==> src/rtl/plotter_pkg.sv <==
// Shared types and constants for the stepper motion block.
//   mode_e          : drive mode as presented on cmd_mode
//   state_e         : move controller states
//   HALF_STEP_TABLE : coil pattern per half-step phase index, entry 0 in the LSBs
package plotter_pkg;

    typedef enum logic [1:0] {
        ModeWave    = 2'b00,
        ModeFull    = 2'b01,
        ModeHalf    = 2'b10,
        ModeFullAlt = 2'b11
    } mode_e;

    typedef enum logic {
        StIdle = 1'b0,
        StRun  = 1'b1
    } state_e;

    // Index 7 is written first so that HALF_STEP_TABLE[i] yields phase i.
    localparam logic [7:0][3:0] HALF_STEP_TABLE = {
        4'b1001, 4'b0001, 4'b0011, 4'b0010,
        4'b0110, 4'b0100, 4'b1100, 4'b1000
    };

endpackage

==> src/rtl/stepper_phase_seq.sv <==
// One axis of the stepper drive: phase index, remaining step count, signed position
// and coil lookup.
//   clk, resetn    : clock and synchronous active-low reset
//   load           : latch a new move (steps, mode)
//   step_en        : advance one step if any remain
//   mode           : drive mode, sampled on load
//   steps          : signed step count, sampled on load
//   coil_en        : drive coils when high, otherwise output zero
//   coil           : coil pattern
//   pos            : signed position in half-step units
//   remaining_zero : no steps left on this axis
module stepper_phase_seq
    import plotter_pkg::*;
#(
    parameter int unsigned STEP_W = 16,
    parameter int unsigned POS_W  = 20
) (
    input  logic              clk,
    input  logic              resetn,
    input  logic              load,
    input  logic              step_en,
    input  mode_e             mode,
    input  logic [STEP_W-1:0] steps,
    input  logic              coil_en,
    output logic [3:0]        coil,
    output logic [POS_W-1:0]  pos,
    output logic              remaining_zero
);

    logic [2:0]        idx_q, idx_d;
    logic [STEP_W-1:0] rem_q, rem_d;
    logic [POS_W-1:0]  pos_q, pos_d;
    logic              dir_q, dir_d;
    logic              half_q, half_d;
    logic [2:0]        idx_delta;
    logic [POS_W-1:0]  pos_delta;

    always_comb begin
        idx_d     = idx_q;
        rem_d     = rem_q;
        pos_d     = pos_q;
        dir_d     = dir_q;
        half_d    = half_q;
        idx_delta = half_q ? 3'd1 : 3'd2;
        pos_delta = half_q ? POS_W'(1) : POS_W'(2);
        if (load) begin
            dir_d  = steps[STEP_W-1];
            // Negation in STEP_W bits: the most-negative count maps to 2^(STEP_W-1).
            rem_d  = steps[STEP_W-1] ? (~steps + STEP_W'(1)) : steps;
            half_d = (mode == ModeHalf);
            // Wave uses single-coil (even) phases, full uses two-coil (odd) phases.
            unique case (mode)
                ModeWave: idx_d[0] = 1'b0;
                ModeHalf: idx_d    = idx_q;
                default:  idx_d[0] = 1'b1;
            endcase
        end else if (step_en && (rem_q != '0)) begin
            idx_d = dir_q ? (idx_q - idx_delta) : (idx_q + idx_delta);
            pos_d = dir_q ? (pos_q - pos_delta) : (pos_q + pos_delta);
            rem_d = rem_q - STEP_W'(1);
        end
    end

    always_ff @(posedge clk) begin
        if (!resetn) begin
            idx_q  <= '0;
            rem_q  <= '0;
            pos_q  <= '0;
            dir_q  <= 1'b0;
            half_q <= 1'b0;
        end else begin
            idx_q  <= idx_d;
            rem_q  <= rem_d;
            pos_q  <= pos_d;
            dir_q  <= dir_d;
            half_q <= half_d;
        end
    end

    assign coil           = coil_en ? HALF_STEP_TABLE[idx_q] : 4'b0000;
    assign pos            = pos_q;
    assign remaining_zero = (rem_q == '0);

endmodule

==> src/rtl/stepper_move_ctrl.sv <==
// Multi-axis 4-coil stepper move controller. Accepts one move command at a time,
// steps every axis with steps remaining once per step period, and pulses done when
// all axes finish or the move is aborted.
//   clk_100mhz, cpu_resetn : clock and synchronous active-low reset
//   cmd_valid / cmd_ready  : command handshake (ready only while idle)
//   cmd_steps              : per-axis signed step counts, axis 0 in the LSBs
//   cmd_mode               : 00 wave, 01 full, 10 half, 11 full
//   cmd_period             : clocks per step, clamped up to MIN_PERIOD
//   abort                  : end the running move
//   hold_en                : keep coils energised while idle
//   coil_out, pos_out      : per-axis coil drive and signed position
//   busy, done             : move running, one-cycle completion pulse
module stepper_move_ctrl #(
    parameter int unsigned NUM_AXES   = 2,
    parameter int unsigned STEP_W     = 16,
    parameter int unsigned PERIOD_W   = 24,
    parameter int unsigned MIN_PERIOD = 100000,
    parameter int unsigned POS_W      = 20
) (
    input  logic                         clk_100mhz,
    input  logic                         cpu_resetn,
    input  logic                         cmd_valid,
    output logic                         cmd_ready,
    input  logic [NUM_AXES*STEP_W-1:0]   cmd_steps,
    input  logic [1:0]                   cmd_mode,
    input  logic [PERIOD_W-1:0]          cmd_period,
    input  logic                         abort,
    input  logic                         hold_en,
    output logic [NUM_AXES*4-1:0]        coil_out,
    output logic [NUM_AXES*POS_W-1:0]    pos_out,
    output logic                         busy,
    output logic                         done
);

    import plotter_pkg::*;

    localparam logic [PERIOD_W-1:0] MinPeriodW = PERIOD_W'(MIN_PERIOD);

    state_e              state_q, state_d;
    logic [PERIOD_W-1:0] cnt_q, cnt_d;
    logic [PERIOD_W-1:0] period_q, period_d;
    logic [PERIOD_W-1:0] period_eff;
    logic                done_q, done_d;
    logic                load;
    logic                tick;
    logic                step_en;
    logic                coil_en;
    logic [NUM_AXES-1:0] remaining_zero;
    logic                all_zero;

    assign period_eff = (cmd_period < MinPeriodW) ? MinPeriodW : cmd_period;
    assign tick       = (state_q == StRun) && (cnt_q == period_q - PERIOD_W'(1));
    assign all_zero   = &remaining_zero;

    always_comb begin
        state_d  = state_q;
        cnt_d    = cnt_q;
        period_d = period_q;
        done_d   = 1'b0;
        load     = 1'b0;
        step_en  = 1'b0;
        if (state_q == StIdle) begin
            cnt_d = '0;
            if (cmd_valid) begin
                load     = 1'b1;
                period_d = period_eff;
                state_d  = StRun;
            end
        end else begin
            // Abort wins over a coincident tick: no step is taken on the abort edge.
            if (abort || all_zero) begin
                state_d = StIdle;
                done_d  = 1'b1;
                cnt_d   = '0;
            end else begin
                step_en = tick;
                cnt_d   = tick ? '0 : (cnt_q + PERIOD_W'(1));
            end
        end
    end

    always_ff @(posedge clk_100mhz) begin
        if (!cpu_resetn) begin
            state_q  <= StIdle;
            cnt_q    <= '0;
            period_q <= MinPeriodW;
            done_q   <= 1'b0;
        end else begin
            state_q  <= state_d;
            cnt_q    <= cnt_d;
            period_q <= period_d;
            done_q   <= done_d;
        end
    end

    assign coil_en = (state_q == StRun) || hold_en;

    for (genvar a = 0; a < NUM_AXES; a++) begin : g_axis
        stepper_phase_seq #(
            .STEP_W (STEP_W),
            .POS_W  (POS_W)
        ) u_seq (
            .clk            (clk_100mhz),
            .resetn         (cpu_resetn),
            .load           (load),
            .step_en        (step_en),
            .mode           (mode_e'(cmd_mode)),
            .steps          (cmd_steps[a*STEP_W +: STEP_W]),
            .coil_en        (coil_en),
            .coil           (coil_out[a*4 +: 4]),
            .pos            (pos_out[a*POS_W +: POS_W]),
            .remaining_zero (remaining_zero[a])
        );
    end

    assign cmd_ready = (state_q == StIdle);
    assign busy      = (state_q == StRun);
    assign done      = done_q;

endmodule

==> config.mk <==
export PLATFORM = sky130hd
export DESIGN_NAME = stepper_move_ctrl
export DESIGN_NICKNAME = d
export VERILOG_FILES = /design/src/rtl/plotter_pkg.sv /design/src/rtl/stepper_phase_seq.sv /design/src/rtl/stepper_move_ctrl.sv
export SDC_FILE = /design/constraint.sdc
export NUM_CORES = 1
export LEC_CHECK = 0
export ABC_AREA = 1
export CAP_MARGIN = 20
export CORE_MARGIN = 5
export CORE_UTILIZATION = 35
export CTS_CLUSTER_SIZE = 14
export DETAILED_ROUTE_END_ITERATION = 10
export DONT_BUFFER_PORTS = 1
export GPL_TIMING_DRIVEN = 0
export PLACE_DENSITY = 0.46
export RECOVER_POWER = 25
export SLEW_MARGIN = 10
export SYNTH_ARGS = -nofsm -noshare
export SYNTH_HDL_FRONTEND = slang
export SYNTH_SLANG_ARGS = --single-unit
==> constraint.sdc <==
create_clock -name clk_100mhz -period 2.81 [get_ports clk_100mhz]
set_input_delay 0.1405 -clock clk_100mhz [delete_from_list [all_inputs] [get_ports clk_100mhz]]
set_output_delay 0.1405 -clock clk_100mhz [all_outputs]
set_load 0.05 [all_outputs]
==> metrics.md, run 1 <==
| Metric | Value |
|---|---|
| Outcome | finished clean |
| Synth Cell Area | 0.0104 mm² |
| Antenna cells | 0 |
| Int Power | 0.00360 W |
| Number of enable flip-flop cells after synthesis | 0 |
| Largest net degree at the start of global routing | 22 |
| Psw | 0.00183 W |
| Setup TNS | 0 ns |
| Initial antenna violation count | 0 |
| Die width | 182 µm |
| Pleak | 5.41 nW |
| Flop pwr share | 37.6% |
| Endpoints failing setup | 0 |
| CP required | 2.67 ns |
| Critical Path Start | busy$_SDFF_PN0_ |
| P per Cell Area | between 400 and 500 mW/mm² |
| Via density | 4.95 |
| Final Total Pwr | 0.00543 W |
| GP Congestion | 0.874 |
| Clock latency on the worst-skew pair | 0.44 ns |
| Cell count after synthesis | ~1700 |
| Yosys top cell by area | dfxtp_1 |
| GRT Total Usage | 20.6% |
| Global-route wire length before repair | about 55 mm |
| CTS tree | built |
| Yosys top cell area share | 25.3% |
| Fill count | 3245 |
| Critical Path Source Type | flip-flop |
| Max Fanout on Critical Path | 4 |
| Core Rows | 63 |
| I/O Buffers | 0 |
| Max VDD drop | 0.000401 V |
| Hpwl dp | 26.9 mm |
| Fraction of the yosys area taken by sequential cells | 25.3% |
| Busiest grt layer | met2 |
| Max frequency | between 300 and 400 MHz |
| CTS buffer count | 17 |
| Fin nets | 1848 |
| Initial detailed-routing violation count | 607 |
| Share of layout cells above drive strength 1 | 8.75% |
| Clock power share | 41.1% |
| Worst EP arrival | 2.50 ns |
| Slew margin rel. | 29.1% |
| Hold Fails Final Rpt | 0 |
| Sw Ratio | roughly a third |
| Async S/R FF share, synth | 0% |
| FF-to-FF Start | period_q[0]$_SDFFE_PN0P_ |
| Via count | ~11000 |
| Overflow after GRT | 0 |
| Yosys cell types | between 40 and 50 |
| Max-cap viol count | 0 |
| Worst slew pin tran | 1.08 ns |
| #FFs+latches synth | 131 |
| WL per Instance | roughly 16 µm |
| Hold Path Class | in2reg |
| Final Worst Setup Slack | 0.169 ns |
| Placement Setup Slack | -0.543 ns |
| M2 GR Usage | 33.8% |
| Starting density of the core | 35.2% |
| Drt first pass iters | 5 |
| Combined area of the multi-input logic cells | roughly 0.007 mm² |
| Area occupied by registers | 0.00264 mm² |
| Critical path class | reg2out |
| Most frequent cell after synthesis | nand2_1 |
| Crit. End Element | primary output |
| Core ar. | 0.0295 mm² |
| Met3 Use GR | 4.48% |
| Clock buffer depth | 2 |
| Top post-synthesis cells by area | dfxtp_1 25%, nand2_1 14%, nor2_1 11% |
| Max-slew violations | 0 |
| I/O Pins | 114 |
| Area grow syn2layout | 15.8% |
| Syn nets | 1785 |
| Clock root buffer | clkbuf_16 |
| Period utilization | approximately 94% |
| Die area | 0.0332 mm² |
| DRC | 0 |
| Vias in the first global route | 10200 |
| Final Util | 40.8% |
| H-tree Lvls | 4 |
| Mean post-synth cell area | 6.21 µm² |
| Clk slew on worst S/H paths | ~0.07 ns |
| DRT antenna net count | 0 |
| Comb pwr share | 21.3% |
| Yosys warns | 0 |
| DRT Wirelength | 34.4 mm |
| Main flop type after synthesis | dfxtp_1 |
| GRT met1 Usage | 27.9% |
| Hold Startpoint | cmd_steps[11] |
| CTS Sinks | 131 |
| Fin crit period | 2.64 ns |
| Die Ht | 182 µm |
| Setup Skew | 0.0114 ns |
| Post-synth top cells | 381 x nand2_1, 297 x nor2_1, 168 x inv_1 |
==> final cells by class <==
type,instances,share of cell area (%)
clock buffer,19,3.68
multi-input combinational,1323,58.1
sequential,131,22.0
inverter,175,5.51
timing repair buffer,43,3.50
buffer,44,2.12
tap,390,4.06
clock inverter,13,1.05
==> power groups by stage <==
stage | clock (W) | sequential [W] | combinational [W]
floorplan | 0 | 0.00205 | 0.000834
global placement | 0 | 0.00208 | 0.00106
detailed placement | 0 | 0.00208 | 0.00107
CTS | 0.00230 | 0.00204 | 0.00113
global route | 0.00237 | 0.00205 | 0.00132
finish | 0.00223 | 0.00204 | 0.00116
==> kinds of logic (layout without fill, tap and decap cells) <==
logic type | count (synthesis) | in the layout | share of synthesized area [%]
DFF | 131 | 131 | 25.3
AOI/OAI and AO/OA | 262 | 262 | 13.4
xor gates and xnor gates | 87 | 87 | 7.34
adders and majority gates | 50 | 50 | 6.31
buffers and inverters | 219 | 294 | 8.56
and+or+nand+nor | 923 | 924 | 39.1
==> sequential cells by signal (all words and copies together) (netlist names) <==
signal / count
busy: 1
cnt_q: 24
done: 1
g_axis.u_seq.dir_q: 2
g_axis.u_seq.half_q: 1
g_axis.u_seq.idx_q: 6
g_axis.u_seq.pos: 40
g_axis.u_seq.rem_q: 32
period_q: 24
==> routing by layer <==
layer | wire (µm) | up-vias
met5 | 0 | -
met4 | 429 | 0
met3 | 1640 | 27
met2 | 15600 | 185
met1 | 16800 | 4817
li1 | - | 5564
==> cell usage in the layout, fill, tap and decap left out, drive strengths merged, types with 4 or more instances in the layout <==
cell type / synthesis / final
buf: 20 / 35
nand4: 23 / 24
xor2: 57 / 57
nand2: 392 / 392
ha: 46 / 46
nand3: 111 / 111
o21ai: 113 / 113
dfxtp: 131 / 131
fa: 4 / 4
nor4: 12 / 12
nand3b: 11 / 11
clkinv: 1 / 6
clkinvlp: 0 / 5
nor3b: 4 / 4
xnor2: 30 / 30
dlygate4sd3: 0 / 29
or2: 8 / 8
a21o: 4 / 4
nor2: 321 / 321
a21oi: 120 / 120
inv: 174 / 176
clkbuf: 24 / 42
nor3: 39 / 39
==> stage by stage <==
step / hold WS, ns / cells / instance area, µm²
final: 0.0198 / 2138 / 12000
after global routing: 0.0427 / 2138 / 12000
after CTS: 0.00848 / 2124 / 11800
after detailed placement: 0.277 / 2062 / 10900
after global placement: 0.284 / 2062 / 10900
after floorplan: 0.261 / 1672 / 10400
==> worst max-delay path: stages, from the launching register on <==
cell and delay [ns]:
dfxtp_2 0.58, nor2_1 0.27, or2_2 0.38, o22ai_1 0.83
==> final timing paths <==
check | end | slack, ns | depth (start not counted)
worst max register to register | g_axis[0].u_seq.rem_q[1]$_SDFFE_PN0P_ | 0.20 | 20
worst max-delay path | coil_out[5] | 0.17 | 3
worst min register to register | cnt_q[0]$_SDFF_PP0_ | 0.49 | 1
worst min-delay path | g_axis[0].u_seq.rem_q[11]$_SDFFE_PN0P_ | 0.02 | 4
==> timing repair <==
action                                  4_1_cts  5_1_grt
resized for setup                            19       33
cloned                                        0        1
endpoints found under the setup margin      128      112
buffers inserted                              1       13
pin swaps                                     1        8
hold endpoints to repair                     29        0
hold buffers                                 29        0
Note: power is estimated with default switching activity, not from simulation.
==> run 2, diff against run 1 <==
--- a/config.mk
+++ b/config.mk
@@ -7,13 +7,15 @@
 export LEC_CHECK = 0
 export ABC_AREA = 1
 export CAP_MARGIN = 20
+export CELL_PAD_IN_SITES_DETAIL_PLACEMENT = 1
+export CELL_PAD_IN_SITES_GLOBAL_PLACEMENT = 1
 export CORE_MARGIN = 5
 export CORE_UTILIZATION = 35
 export CTS_CLUSTER_SIZE = 14
 export DETAILED_ROUTE_END_ITERATION = 10
 export DONT_BUFFER_PORTS = 1
 export GPL_TIMING_DRIVEN = 0
-export PLACE_DENSITY = 0.46
+export PLACE_DENSITY = 0.62
 export RECOVER_POWER = 25
 export SLEW_MARGIN = 10
 export SYNTH_ARGS = -nofsm -noshare
==> constraint.sdc (replaced) <==
create_clock -name clk_100mhz -period 3.05 [get_ports clk_100mhz]
set_input_delay 0.1525 -clock clk_100mhz [delete_from_list [all_inputs] [get_ports clk_100mhz]]
set_output_delay 0.1525 -clock clk_100mhz [all_outputs]
set_load 0.005 [all_outputs]
==> run 2 against run 1 <==
Against the previous run: routed wire length increased by 6.8%; non-clock buffer count decreased by 13; sequential cell count unchanged; final cell count fell by 0.70%; count of clock-buffer cells in the layout is 2 higher; total power down 4.9%; clock skew up 0.0025 ns; die area is the same; global-route usage up 1.6 points; first-iteration DRC count shrank 41%; critical path type is now reg2reg; critical endpoint is now period_q[7]$_SDFFE_PN1P_; largest cell class unchanged; largest power group unchanged.
==> metrics.md, run 2 (synthesis gave the netlist of run 1 again) <==
| Metric | Value |
|---|---|
| Slowest stage delay, CP | 0.67 ns |
| CTS tree | built |
| Hpwl dp | 29.1 mm |
| Die area | 0.0332 mm² |
| Crit. End Element | flip-flop |
| CP bufs+invs | 4 |
| Critical Path Source Type | flip-flop |
| CTS Sinks | 131 |
| Drt first pass iters | 4 |
| Max-slew violations | 0 |
| Via count | between 10000 and 15000 |
| Critical path class | reg2reg |
| P per Cell Area | 435 mW/mm² |
| Fin nets | about 1800 |
| Initial detailed-routing violation count | 360 |
| Period utilization | 94.1% |
| Clock buffer depth | 2 |
| Hold Fails Final Rpt | 0 |
| Via density | 5.08 |
| Met3 Use GR | 4.44% |
| Hold Path Class | in2reg |
| Clock root buffer | clkbuf_16 |
| GRT Total Usage | about 22% |
| Fin area | roughly 0.012 mm² |
| Initial antenna violation count | 1 |
| Endpoints failing setup | 0 |
| Fin crit period | roughly 2.9 ns |
| GP Congestion | 0.862 |
| M2 GR Usage | around two fifths |
| CP Cell Sequence | inv_1 -> nand2_1 -> inv_1 -> clkbuf_1 -> clkbuf_1 -> nand3_1 -> o21ai_0 -> nand2_1 |
| DRC | 0 |
| Slew margin rel. | between 30% and 40% |
| WL per Instance | approximately 17 µm |
| Starting density of the core | 35.2% |
| Die Ht | 182 µm |
| Worst EP arrival | 3.18 ns |
| Max Fanout on Critical Path | 10 |
| Cell Area, Placed | 0.0109 mm² |
| DRT antenna net count | 0 |
| Core Rows | 63 |
| Most common cell after layout, fill and taps aside | nand2_1 |
| Die width | 182 µm |
| I/O Pins | 114 |
| H-tree Lvls | 4 |
| Overflow after GRT | 0 |
| CTS buffer count | 17 |
| Max-cap viol count | 0 |
| Max frequency | ~350 MHz |
| Global-route wire length before repair | 59.3 mm |
| Outcome | finished clean |
| Vias in the first global route | approximately 11000 |
| CP required | 3.36 ns |
| Most frequent cells in the layout | 381 x nand2_1, 295 x nor2_1, 168 x inv_1, 129 x dfxtp_1, 117 x a21oi_1 |
| Max VDD drop | approximately 0.00037 V |
| Family with the most delay on the worst path | buffers and inverters |
| I/O Buffers | 0 |
| GRT met1 Usage | around 29% |
| Area grow syn2layout | 14.3% |
| Worst slew pin tran | around 0.95 ns |
| Antenna cells | 0 |
| Clock latency on the worst-skew pair | 0.44 ns |
| DRT Wirelength | 36.8 mm |
| Share of layout cells above drive strength 1 | 6.69% |
| Setup Skew | approximately 0.014 ns |
| Largest net degree at the start of global routing | 22 |
| Max FFs per register | 40 |
| Core ar. | about 0.029 mm² |
| Slowest cell on crit path | clkbuf_1 |
| Pleak | between 5 and 6 nW |
| Busiest grt layer | met2 |
| Clk slew on worst S/H paths | 0.07 ns |
| Final Util | 40.3% |
## run 2: cell count changes in the layout (fill, tap and decap cells not counted), moves of 4 or more
cell / previous run / this run
buf_4: 18 / 9
clkbuf_1: 19 / 24
clkbuf_2: 5 / 0
clkinv_4: 4 / 0
dfxtp_1: 119 / 129
dfxtp_2: 10 / 2
## run 2: worst paths after layout
check / start / endpoint / slack, ns / depth (start not counted)
max: busy$_SDFF_PN0_ / period_q[7]$_SDFFE_PN1P_ / 0.18 / 8
min: cmd_steps[7] / g_axis[0].u_seq.rem_q[7]$_SDFFE_PN0P_ / 0.01 / 4
max reg2reg: busy$_SDFF_PN0_ / period_q[7]$_SDFFE_PN1P_ / 0.18 / 8
min reg2reg: cnt_q[0]$_SDFF_PP0_ / cnt_q[0]$_SDFF_PP0_ / 0.48 / 1
## run 2: worst min-delay path, cell delays in order
cell and delay [ns]:
a21oi_1 0.05, nor2_1 0.08, nor2_1 0.05, nor2_1 0.07
## run 2: timing repair
action                     in CTS  in global routing
setup endpoints to repair      57                 96
pin swaps                       0                  2
hold buffers                   27                  0
hold endpoints to repair       27                  0
resized for setup               3                 21
buffers inserted                0                  3
## run 2: cell type report
type,instances,area [µm²]
clock buffer,21,470
timing repair buffer,30,293
sequential,131,2630
clock inverter,10,155
multi-input combinational,1322,6940
inverter,175,659
buffer,44,238
tap,390,488
fill,3927,17600
## run 2: routing by layer
metal | share of wire [%] | wire (µm) | vias up
met1 | 47 | 17400 | 5109
met2 | 48 | 17500 | 124
met5 | 0.052 | 19 | -
met3 | 3.7 | 1370 | 30
li1 | - | - | 5528
met4 | 1.2 | 449 | 2
## run 2: metrics by stage
| step | cells | setup WS [ns] | setup TNS, ns | hold slack [ns] | power, W |
|---|---|---|---|---|---|
| after floorplan | 1672 | 0.682 | 0 | 0.273 | 0.00263 |
| after global placement | 2062 | -0.0807 | -1.31 | 0.302 | 0.00288 |
| after detailed placement | 2062 | -0.107 | -2.20 | 0.308 | 0.00290 |
| after CTS | 2120 | 0.0219 | 0 | 0.00270 | 0.00520 |
| after global routing | 2123 | -0.00375 | -0.00375 | 0.0190 | 0.00545 |
| final | 2123 | 0.181 | 0 | 0.0131 | 0.00516 |
## run 2: power breakdown
group          switching, W  leakage [nW]  internal, W
Combinational      0.000674          3.97     0.000360
Sequential        0.0000936          1.07      0.00178
Clock              0.000831         0.305      0.00142
